<file path="src/rtl/exposure_ctrl.sv">
// Camera capture sequencer: holds the exposure setting, runs erase -> expose -> two-row
// readout around an external exposure timer, and decodes pixel/ADC strobes from state.
module exposure_ctrl #(
  parameter int W           = 5,
  parameter int EXP_MIN     = 2,
  parameter int EXP_MAX     = 30,
  parameter int EXP_DEFAULT = 15
) (
  input  logic         Clk,
  input  logic         Reset,
  input  logic         Init,
  input  logic         Exp_increase,
  input  logic         Exp_decrease,
  input  logic         Timer_done,
  output logic         Timer_start,
  output logic [W-1:0] Timer_init,
  output logic         Erase,
  output logic         Expose,
  output logic         NRE_1,
  output logic         NRE_2,
  output logic         ADC,
  output logic         Busy
);

  localparam logic [W-1:0] EXP_MIN_V     = W'(EXP_MIN);
  localparam logic [W-1:0] EXP_MAX_V     = W'(EXP_MAX);
  localparam logic [W-1:0] EXP_DEFAULT_V = W'(EXP_DEFAULT);
  localparam logic [2:0]   LAST_STEP     = 3'd7;

  typedef enum logic [1:0] {
    IDLE      = 2'd0,
    EXP_START = 2'd1,
    EXP_WAIT  = 2'd2,
    READOUT   = 2'd3
  } state_t;

  state_t         r_state;
  state_t         w_state_next;
  logic [2:0]     r_step;
  logic [2:0]     w_step_next;
  logic [W-1:0]   r_exp_time;
  logic [W-1:0]   w_exp_time_next;
  logic [1:0]     w_btn;
  logic [1:0]     w_btn_rise;

  // Bit 0 = increase button, bit 1 = decrease button.
  assign w_btn = {Exp_decrease, Exp_increase};

  genvar gi;
  generate
    for (gi = 0; gi < 2; gi++) begin : g_btn_edge
      logic r_btn_q;
      always_ff @(posedge Clk) begin
        if (Reset) begin
          r_btn_q <= 1'b0;
        end else begin
          r_btn_q <= w_btn[gi];
        end
      end
      assign w_btn_rise[gi] = w_btn[gi] & ~r_btn_q;
    end
  endgenerate

  always_ff @(posedge Clk) begin
    if (Reset) begin
      r_state    <= IDLE;
      r_step     <= 3'd0;
      r_exp_time <= EXP_DEFAULT_V;
    end else begin
      r_state    <= w_state_next;
      r_step     <= w_step_next;
      r_exp_time <= w_exp_time_next;
    end
  end

  always_comb begin
    w_state_next    = r_state;
    w_step_next     = r_step;
    w_exp_time_next = r_exp_time;
    Timer_start     = 1'b0;
    Erase           = 1'b0;
    Expose          = 1'b0;
    NRE_1           = 1'b1;
    NRE_2           = 1'b1;
    ADC             = 1'b0;
    Busy            = 1'b1;

    case (r_state)
      IDLE: begin
        Erase = 1'b1;
        Busy  = 1'b0;
        if (Init) begin
          w_state_next = EXP_START;
        end else begin
          // Saturation is tested before stepping, so the register never wraps.
          case (w_btn_rise)
            2'b01: if (r_exp_time < EXP_MAX_V) w_exp_time_next = r_exp_time + W'(1);
            2'b10: if (r_exp_time > EXP_MIN_V) w_exp_time_next = r_exp_time - W'(1);
            default: w_exp_time_next = r_exp_time;
          endcase
        end
      end

      EXP_START: begin
        // Timer_done here is left over from the previous run; the timer reloads on this pulse.
        Timer_start  = 1'b1;
        Expose       = 1'b1;
        w_state_next = EXP_WAIT;
      end

      EXP_WAIT: begin
        Expose = 1'b1;
        if (Timer_done) begin
          w_state_next = READOUT;
          w_step_next  = 3'd0;
        end
      end

      READOUT: begin
        // Row 1 owns steps 0-2, row 2 owns steps 4-6; steps 3 and 7 are guard gaps.
        NRE_1       = (r_step > 3'd2);
        NRE_2       = !((r_step >= 3'd4) && (r_step <= 3'd6));
        ADC         = (r_step == 3'd1) || (r_step == 3'd5);
        w_step_next = r_step + 3'd1;
        if (r_step == LAST_STEP) begin
          w_state_next = IDLE;
        end
      end

      default: begin
        w_state_next = IDLE;
      end
    endcase
  end

  assign Timer_init = r_exp_time;

endmodule

</file>
<file path="config.mk">
export PLATFORM = sky130hd
export DESIGN_NAME = exposure_ctrl
export DESIGN_NICKNAME = d
export VERILOG_FILES = /design/src/rtl/exposure_ctrl.sv
export SDC_FILE = /design/constraint.sdc
export NUM_CORES = 1
export LEC_CHECK = 0
export ABC_AREA = 1
export BUFFER_PORTS_ARGS = -buffer_cell sky130_fd_sc_hd__buf_2
export CORE_UTILIZATION = 47
export CTS_CLUSTER_SIZE = 40
export DETAILED_ROUTE_END_ITERATION = 10
export PLACE_DENSITY = 0.73
export SLEW_MARGIN = 20
export SYNTH_ARGS = -nofsm -noshare
export SYNTH_HDL_FRONTEND = slang
export SYNTH_SLANG_ARGS = --single-unit
</file>
<file path="constraint.sdc">
create_clock -name Clk -period 1.3 [get_ports Clk]
set_input_delay 0.26 -clock Clk [delete_from_list [all_inputs] [get_ports Clk]]
set_output_delay 0.26 -clock Clk [all_outputs]
set_load 0.05 [all_outputs]
</file>
==> reports/metrics.cfg, run 1 <==
[grt]
grtUsageTotal_pct = 30.56
grt_pass1_wl_mm = 4.340
grt_max_degree = 9
grt_pass1_vias = 931
antenna_found_initial = 0
overflow = 0

[pwr]
powerDensity_nw_per_um2 = 1900
ir_worst_vdd_uv = 1568
p_leak_nw = 0.7772
finalPower_mw = 3.093

[cts]
cts_hold_buffers = 0
worstSkewPairLatency_ns = 0.30
clock_sinks = 12
cts_tree = built
cts.path.max_buffers = 2
numCtsBuffers = 3
clk_pin_slew_ns = 0.10
htree_levels = 1
root_buffer = clkbuf_4

[drt]
vias = 1175
viasPerCell = 5.934
first_iter_violations = 75
ant_nets = 0
wl_per_cell_um = 20.43
first_pass_iters = 4
drc = 0
wirelength_mm = 4.045

[synth]
synth_warnings = 0
ys_seq_elements = 12
avgSynthCellArea_um2 = 7.169
netlist_area_um2 = 874.6
yosysSeqAreaShare_pct = 27.47
ys_types = 25
synth_nets = 139
synthCells = 122

[finish]
multi_input_area_um2 = 758.2
diodes = 0
syn2layout_area_growth_pct = 86.12
regArea_um2 = 254.0
layout-drive-gt1-share_pct = 65.90
fillers = 63
stdcell_area_um2 = 1628
layout_commonest_cell = buf_4
most-common-layout-cells = 23 x buf_4, 15 x nand2_1, 14 x inv_1
finalNetCount = 191

[floorplan]
pin_count = 18
die_h_um = 45.14
start_util_pct = 50.65
dieArea_um2 = 2037
die_w_um = 45.14
core-area_um2 = 1727
std_cell_rows = 15

[sta]
hold_violations = 0
timing.hold.ws_ns = 0.1865
post-route-period-util_pct = 131.2
worst_slack_ns = -0.4059
setup_viol = 19
grt_setup_unrepaired = yes
totalNegativeSetupSlack_ns = -3.547
period_needed_ns = 1.706
drv_slew = 0
tightest_slew_ns = 0.3309
skew_ns = 0.01940
relSlewSlack_pct = 77.86
fmax_mhz = 586.2

[worst_setup_path]
worstSetupPathType = flop to flop
cp.arrival_ns = 1.95
r2r-start = g_btn_edge[0].r_btn_q$_SDFF_PP0_
worst-r2r-cell-count = 15
rr_endpoint = Timer_init[4]$_SDFFE_PP0P_
setup.worst_path.end_class = flop
cp_max_fo = 3
endpoint = Timer_init[4]$_SDFFE_PP0P_
cp.required_ns = 1.55
reg2reg_slack_ns = -0.41
cp-start-kind = flop
startpoint = g_btn_edge[0].r_btn_q$_SDFF_PP0_

[worst_hold_path]
hp-class = input pin to flop

[place]
dp_hpwl_mm = 1.603
dpl_cell_area_um2 = 1166
io_buffer_count = 17
place.gp.congestion = 0.8546
pre_cts_ws_ns = -0.2634

[job]
cap_violations = 0

[status]
status = finished, violations left
violations = negative setup slack

## cell families (layout without fill, tap and decap cells)
logic type | after synthesis | count (layout) | share of synthesized area [%]
compound gates | 17 | 17 | 11.73
simple gates | 53 | 53 | 31.76
flops | 12 | 12 | 27.47
buf+inv | 28 | 79 | 12.30
xor+xnor | 1 | 1 | 1.002
fa+ha+maj | 11 | 11 | 15.74
## state kept, by name, indices dropped and copies added, names as in the netlist
signal / cells
r_state: 2
Timer_init: 5
r_step: 3
g_btn_edge.r_btn_q: 2
## synth_stat cells, drive strengths merged
cell	instances	share of area, %
a211oi	1	0.86
nand4	2	1.4
dfxtp	12	27
a21oi	8	5.0
xor2	1	1.0
nand3	12	10
nand2	26	13
o21ai	4	2.3
inv	27	12
or3	1	1.3
ha	11	16
nor3	1	0.57
a21o	1	1.0
nor2	11	5.6
o211ai	3	2.6
clkbuf	1	0.43
## worst min-delay path by stage
stage                                start                               end  slack (ns)  cells after the start
floorplan                     Exp_increase  g_btn_edge[0].r_btn_q$_SDFF_PP0_        0.37                      2
global placement    r_step[0]$_SDFFE_PP0P_            r_step[0]$_SDFFE_PP0P_        0.45                      1
detailed placement  r_step[0]$_SDFFE_PP0P_            r_step[0]$_SDFFE_PP0P_        0.47                      1
CTS                           Exp_increase  g_btn_edge[0].r_btn_q$_SDFF_PP0_        0.19                      3
global route                  Exp_increase  g_btn_edge[0].r_btn_q$_SDFF_PP0_        0.21                      3
finish                        Exp_increase  g_btn_edge[0].r_btn_q$_SDFF_PP0_        0.19                      3
## where the power goes
group	internal [mW]	total (mW)	switching [mW]
registers	0.450	0.570	0.121
clock network	0.171	0.326	0.155
logic	0.970	2.20	1.23
total	1.59	3.09	1.50
## stage by stage
stage | cells | utilization (%)
2_1_floorplan | 122 | -
3_3_place_gp | 180 | 67.54
3_5_place_dp | 180 | 67.54
4_1_cts | 188 | 83.48
5_1_grt | 198 | 94.28
6_report | 198 | 94.28
## critical path, stage by stage, from the launching register on
cell and delay, ns:
dfxtp_1 0.32, inv_1 0.05, nand2_2 0.11, nand2_4 0.07
nand2_2 0.09, nand2_1 0.07, inv_1 0.08, ha_2 0.18
inv_2 0.05, nand2_4 0.08, nand3_4 0.08, nand2_2 0.08
nand3_2 0.08, nand2_1 0.10, nand2_1 0.09, a21oi_2 0.11
## routing by layer
metal | routed length (um) | track usage (%)
met5 | 0 | 0
met4 | 224 | 16.36
met3 | 366 | 8.800
met2 | 1941 | 52.46
met1 | 1512 | 33.74
## layout make-up
cell class	instances	share of cell area (%)
multi-input combinational	82	46.58
clock buffer	4	2.229
timing repair buffer	48	25.98
inverter	27	7.686
sequential	12	15.60
tap	25	1.922
## what timing repair did
| action | in CTS | in global routing |
|---|---|---|
| gates resized for setup | 58 | 31 |
| setup endpoints to repair | 16 | 20 |
| setup buffers | 4 | 12 |
| pin swaps | 9 | 13 |
Power figures use the tool's default switching activity.
==> run 2, diff against run 1 <==
--- a/config.mk
+++ b/config.mk
@@ -11,6 +11,8 @@
 export CTS_CLUSTER_SIZE = 40
 export DETAILED_ROUTE_END_ITERATION = 10
 export PLACE_DENSITY = 0.73
+export RECOVER_POWER = 100
+export SKIP_CTS_REPAIR_TIMING = 1
 export SLEW_MARGIN = 20
 export SYNTH_ARGS = -nofsm -noshare
 export SYNTH_HDL_FRONTEND = slang
==> run 2 against run 1 <==
  * Worst hold slack better by 0.0029 ns
  * Final area is 6.1% lower
  * Critical path depth shrank 1
  * Wire length fell by 14%
  * Die area did not move
  * The flow still finishes with violations (negative setup slack)
==> reports/metrics.cfg, run 2 (synthesis results as in run 1) <==
[status]
status = finished, violations left  ; unchanged
violations = negative setup slack  ; unchanged

[sta]
period_needed_ns = 1.729  ; was 1.706 ns
drv_slew = 0  ; unchanged
grt_setup_unrepaired = yes  ; unchanged
setup_viol = 19  ; unchanged
worst_slack_ns = -0.4293  ; was -0.4059 ns
hold_violations = 0  ; unchanged
tightest_slew_ns = 0.2651  ; was 0.3309 ns
relSlewSlack_pct = 82.22  ; was 77.86%
totalNegativeSetupSlack_ns = -3.538  ; was -3.547 ns
post-route-period-util_pct = 133.0  ; was 131.2%
fmax_mhz = 578.3  ; was 586.2 MHz
skew_ns = 0.02001  ; was 0.01940 ns

[floorplan]
std_cell_rows = 15  ; unchanged
start_util_pct = 50.65  ; unchanged
core-area_um2 = 1727  ; unchanged
pin_count = 18  ; unchanged
die_h_um = 45.14  ; unchanged
die_w_um = 45.14  ; unchanged
dieArea_um2 = 2037  ; unchanged

[cts]
cts_tree = built  ; unchanged
root_buffer = clkbuf_4  ; unchanged
clock_sinks = 12  ; unchanged
clk_pin_slew_ns = 0.10  ; about the same
cts.path.max_buffers = 2  ; unchanged
htree_levels = 1  ; unchanged
worstSkewPairLatency_ns = 0.30  ; about the same
numCtsBuffers = 3  ; unchanged

[finish]
most-common-layout-cells = 19 x nand2_1, 17 x buf_4, 14 x inv_1  ; was 23 x buf_4, 15 x nand2_1, 14 x inv_1
largest_reg_flops = 5  ; unchanged
syn2layout_area_growth_pct = 74.82  ; was 86.12%
multi_input_area_um2 = 730.7  ; was 758.2 um^2
finalNetCount = 183  ; was 191
regArea_um2 = 260.3  ; was 254.0 um^2
diodes = 0  ; unchanged
layout-drive-gt1-share_pct = 60.61  ; was 65.90%
layout_commonest_cell = nand2_1  ; was buf_4
fillers = 88  ; was 63

[worst_hold_path]
hp-start = Exp_increase  ; unchanged
whs_path_depth = 3  ; unchanged
holdPathEnd = g_btn_edge[0].r_btn_q$_SDFF_PP0_  ; unchanged
hp-class = input pin to flop  ; unchanged

[drt]
viasPerCell = 5.442  ; was 5.934
wl_per_cell_um = 18.35  ; was 20.43 um
ant_nets = 0  ; unchanged
vias = 1034  ; was 1175
drc = 0  ; unchanged
first_pass_iters = 4  ; unchanged
first_iter_violations = 45  ; was 75
wirelength_mm = 3.486  ; was 4.045 mm

[worst_setup_path]
worst-r2r-cell-count = 14  ; was 15
crit_path_frequent_cell = nand2_1
cp_max_fo = 4  ; was 3
path_buf_inv = 2  ; was 3
reg2reg_slack_ns = -0.43  ; was -0.41 ns
cp-start-kind = flop  ; unchanged
cpPeakStageDelay_ns = 0.34  ; was 0.32 ns
path_cells = nor2_4 > nand2_4 > nand2_2 > nand2_1 > inv_1 > ha_2 > inv_2 > nand2_2 > nand3_2 > nand2_1 > nand3_1 > nand2_1 > nand2_1 > a21oi_2  ; was inv_1 > nand2_2 > nand2_4 > nand2_2 > nand2_1 > inv_1 > ha_2 > inv_2 > nand2_4 > nand3_4 > nand2_2 > nand3_2 > nand2_1 > nand2_1 > a21oi_2
setup.worst_path.end_class = flop  ; unchanged
r2r-start = g_btn_edge[1].r_btn_q$_SDFF_PP0_  ; was g_btn_edge[0].r_btn_q$_SDFF_PP0_
worstSetupPathType = flop to flop  ; unchanged
cp.arrival_ns = 1.98  ; was 1.95 ns
rr_endpoint = Timer_init[4]$_SDFFE_PP0P_  ; unchanged
cp_slowest_cell = dfxtp_2  ; was dfxtp_1
crit_family = simple AND/OR/NAND/NOR gates  ; unchanged
cp.required_ns = 1.55  ; about the same

[grt]
grt_max_degree = 9  ; unchanged
grt_pass1_vias = 780  ; was 931
grt_pass1_wl_mm = 3.153  ; was 4.340 mm
antenna_found_initial = 0  ; unchanged
overflow = 0  ; unchanged
grtUsageTotal_pct = 21.61  ; was 30.56%

[pwr]
p_leak_nw = 0.7099  ; was 0.7772 nW
ir_worst_vdd_uv = 1179  ; was 1568 uV
powerDensity_nw_per_um2 = 1864  ; was 1900 nW/um^2

[place]
io_buffer_count = 17  ; unchanged
dp_hpwl_mm = 1.603  ; unchanged
place.gp.congestion = 0.8546  ; unchanged
pre_cts_ws_ns = -0.2634  ; unchanged

[job]
cap_violations = 0  ; unchanged

-- run 2: cell types whose count changed in the layout (fill, tap and decap cells not counted), moves of 3 or more --
cell | before | now
buf_4 | 23 | 17
buf_6 | 12 | 8
nand2_1 | 15 | 19
buf_2 | 5 | 8
nand2_2 | 7 | 4
nand3_1 | 4 | 7
-- run 2: report_power, final --
group | internal, mW | leakage (nW) | switching (mW) | total (mW)
Clock | 0.171 | 0.0210 | 0.151 | 0.323
Sequential | 0.450 | 0.101 | 0.114 | 0.563
Combinational | 0.846 | 0.588 | 1.12 | 1.96
Total | 1.47 | 0.710 | 1.38 | 2.85
-- run 2: layer usage --
| metal | up-vias | part of all wire [%] | routed length (um) | track usage [%] |
|---|---|---|---|---|
| met1 | 488 | 36 | 1244 | 27.45 |
| met5 | - | 0 | 0 | 0 |
| met4 | 0 | 4.8 | 168 | 5.455 |
| met2 | 54 | 53 | 1843 | 35.94 |
| li1 | 472 | - | - | - |
| met3 | 20 | 6.6 | 231 | 6.000 |
-- run 2: metrics by stage --
stage	instance area [um^2]	utilization, %	total power [mW]	hold WS [ns]	cells
after floorplan	925.9	-	1.473	0.3670	122
after global placement	1166	67.54	1.783	0.4532	180
after detailed placement	1166	67.54	1.816	0.4715	180
after CTS	1202	69.64	2.120	0.1945	184
after global routing	1529	88.55	2.943	0.2088	190
final	1529	88.55	2.850	0.1894	190
-- run 2: worst max path at each step --
| stage | from | to | slack, ns | depth (start not counted) |
|---|---|---|---|---|
| final | g_btn_edge[1].r_btn_q$_SDFF_PP0_ | Timer_init[4]$_SDFFE_PP0P_ | -0.43 | 14 |
| after global routing | g_btn_edge[1].r_btn_q$_SDFF_PP0_ | Timer_init[4]$_SDFFE_PP0P_ | -0.48 | 14 |
| after CTS | r_state[0]$_SDFFE_PP0P_ | Expose | -0.35 | 4 |
| after detailed placement | Exp_decrease | Timer_init[2]$_SDFFE_PP1P_ | -0.26 | 14 |
| after global placement | Exp_decrease | Timer_init[4]$_SDFFE_PP0P_ | -0.22 | 16 |
| after floorplan | r_state[0]$_SDFFE_PP0P_ | r_state[0]$_SDFFE_PP0P_ | -0.28 | 6 |
-- run 2: worst min-delay path: cells and delay by family --
family,cells,cell delay (ns)
buf+inv,2,0.17
simple gates,1,0.03
-- run 2: area by class of cell --
cell class                 instances  area share (%)
multi-input combinational         82           47.79
timing repair buffer              40           22.75
sequential                        12           17.02
inverter                          27           8.020
clock buffer                       4           2.373
tap                               25           2.046
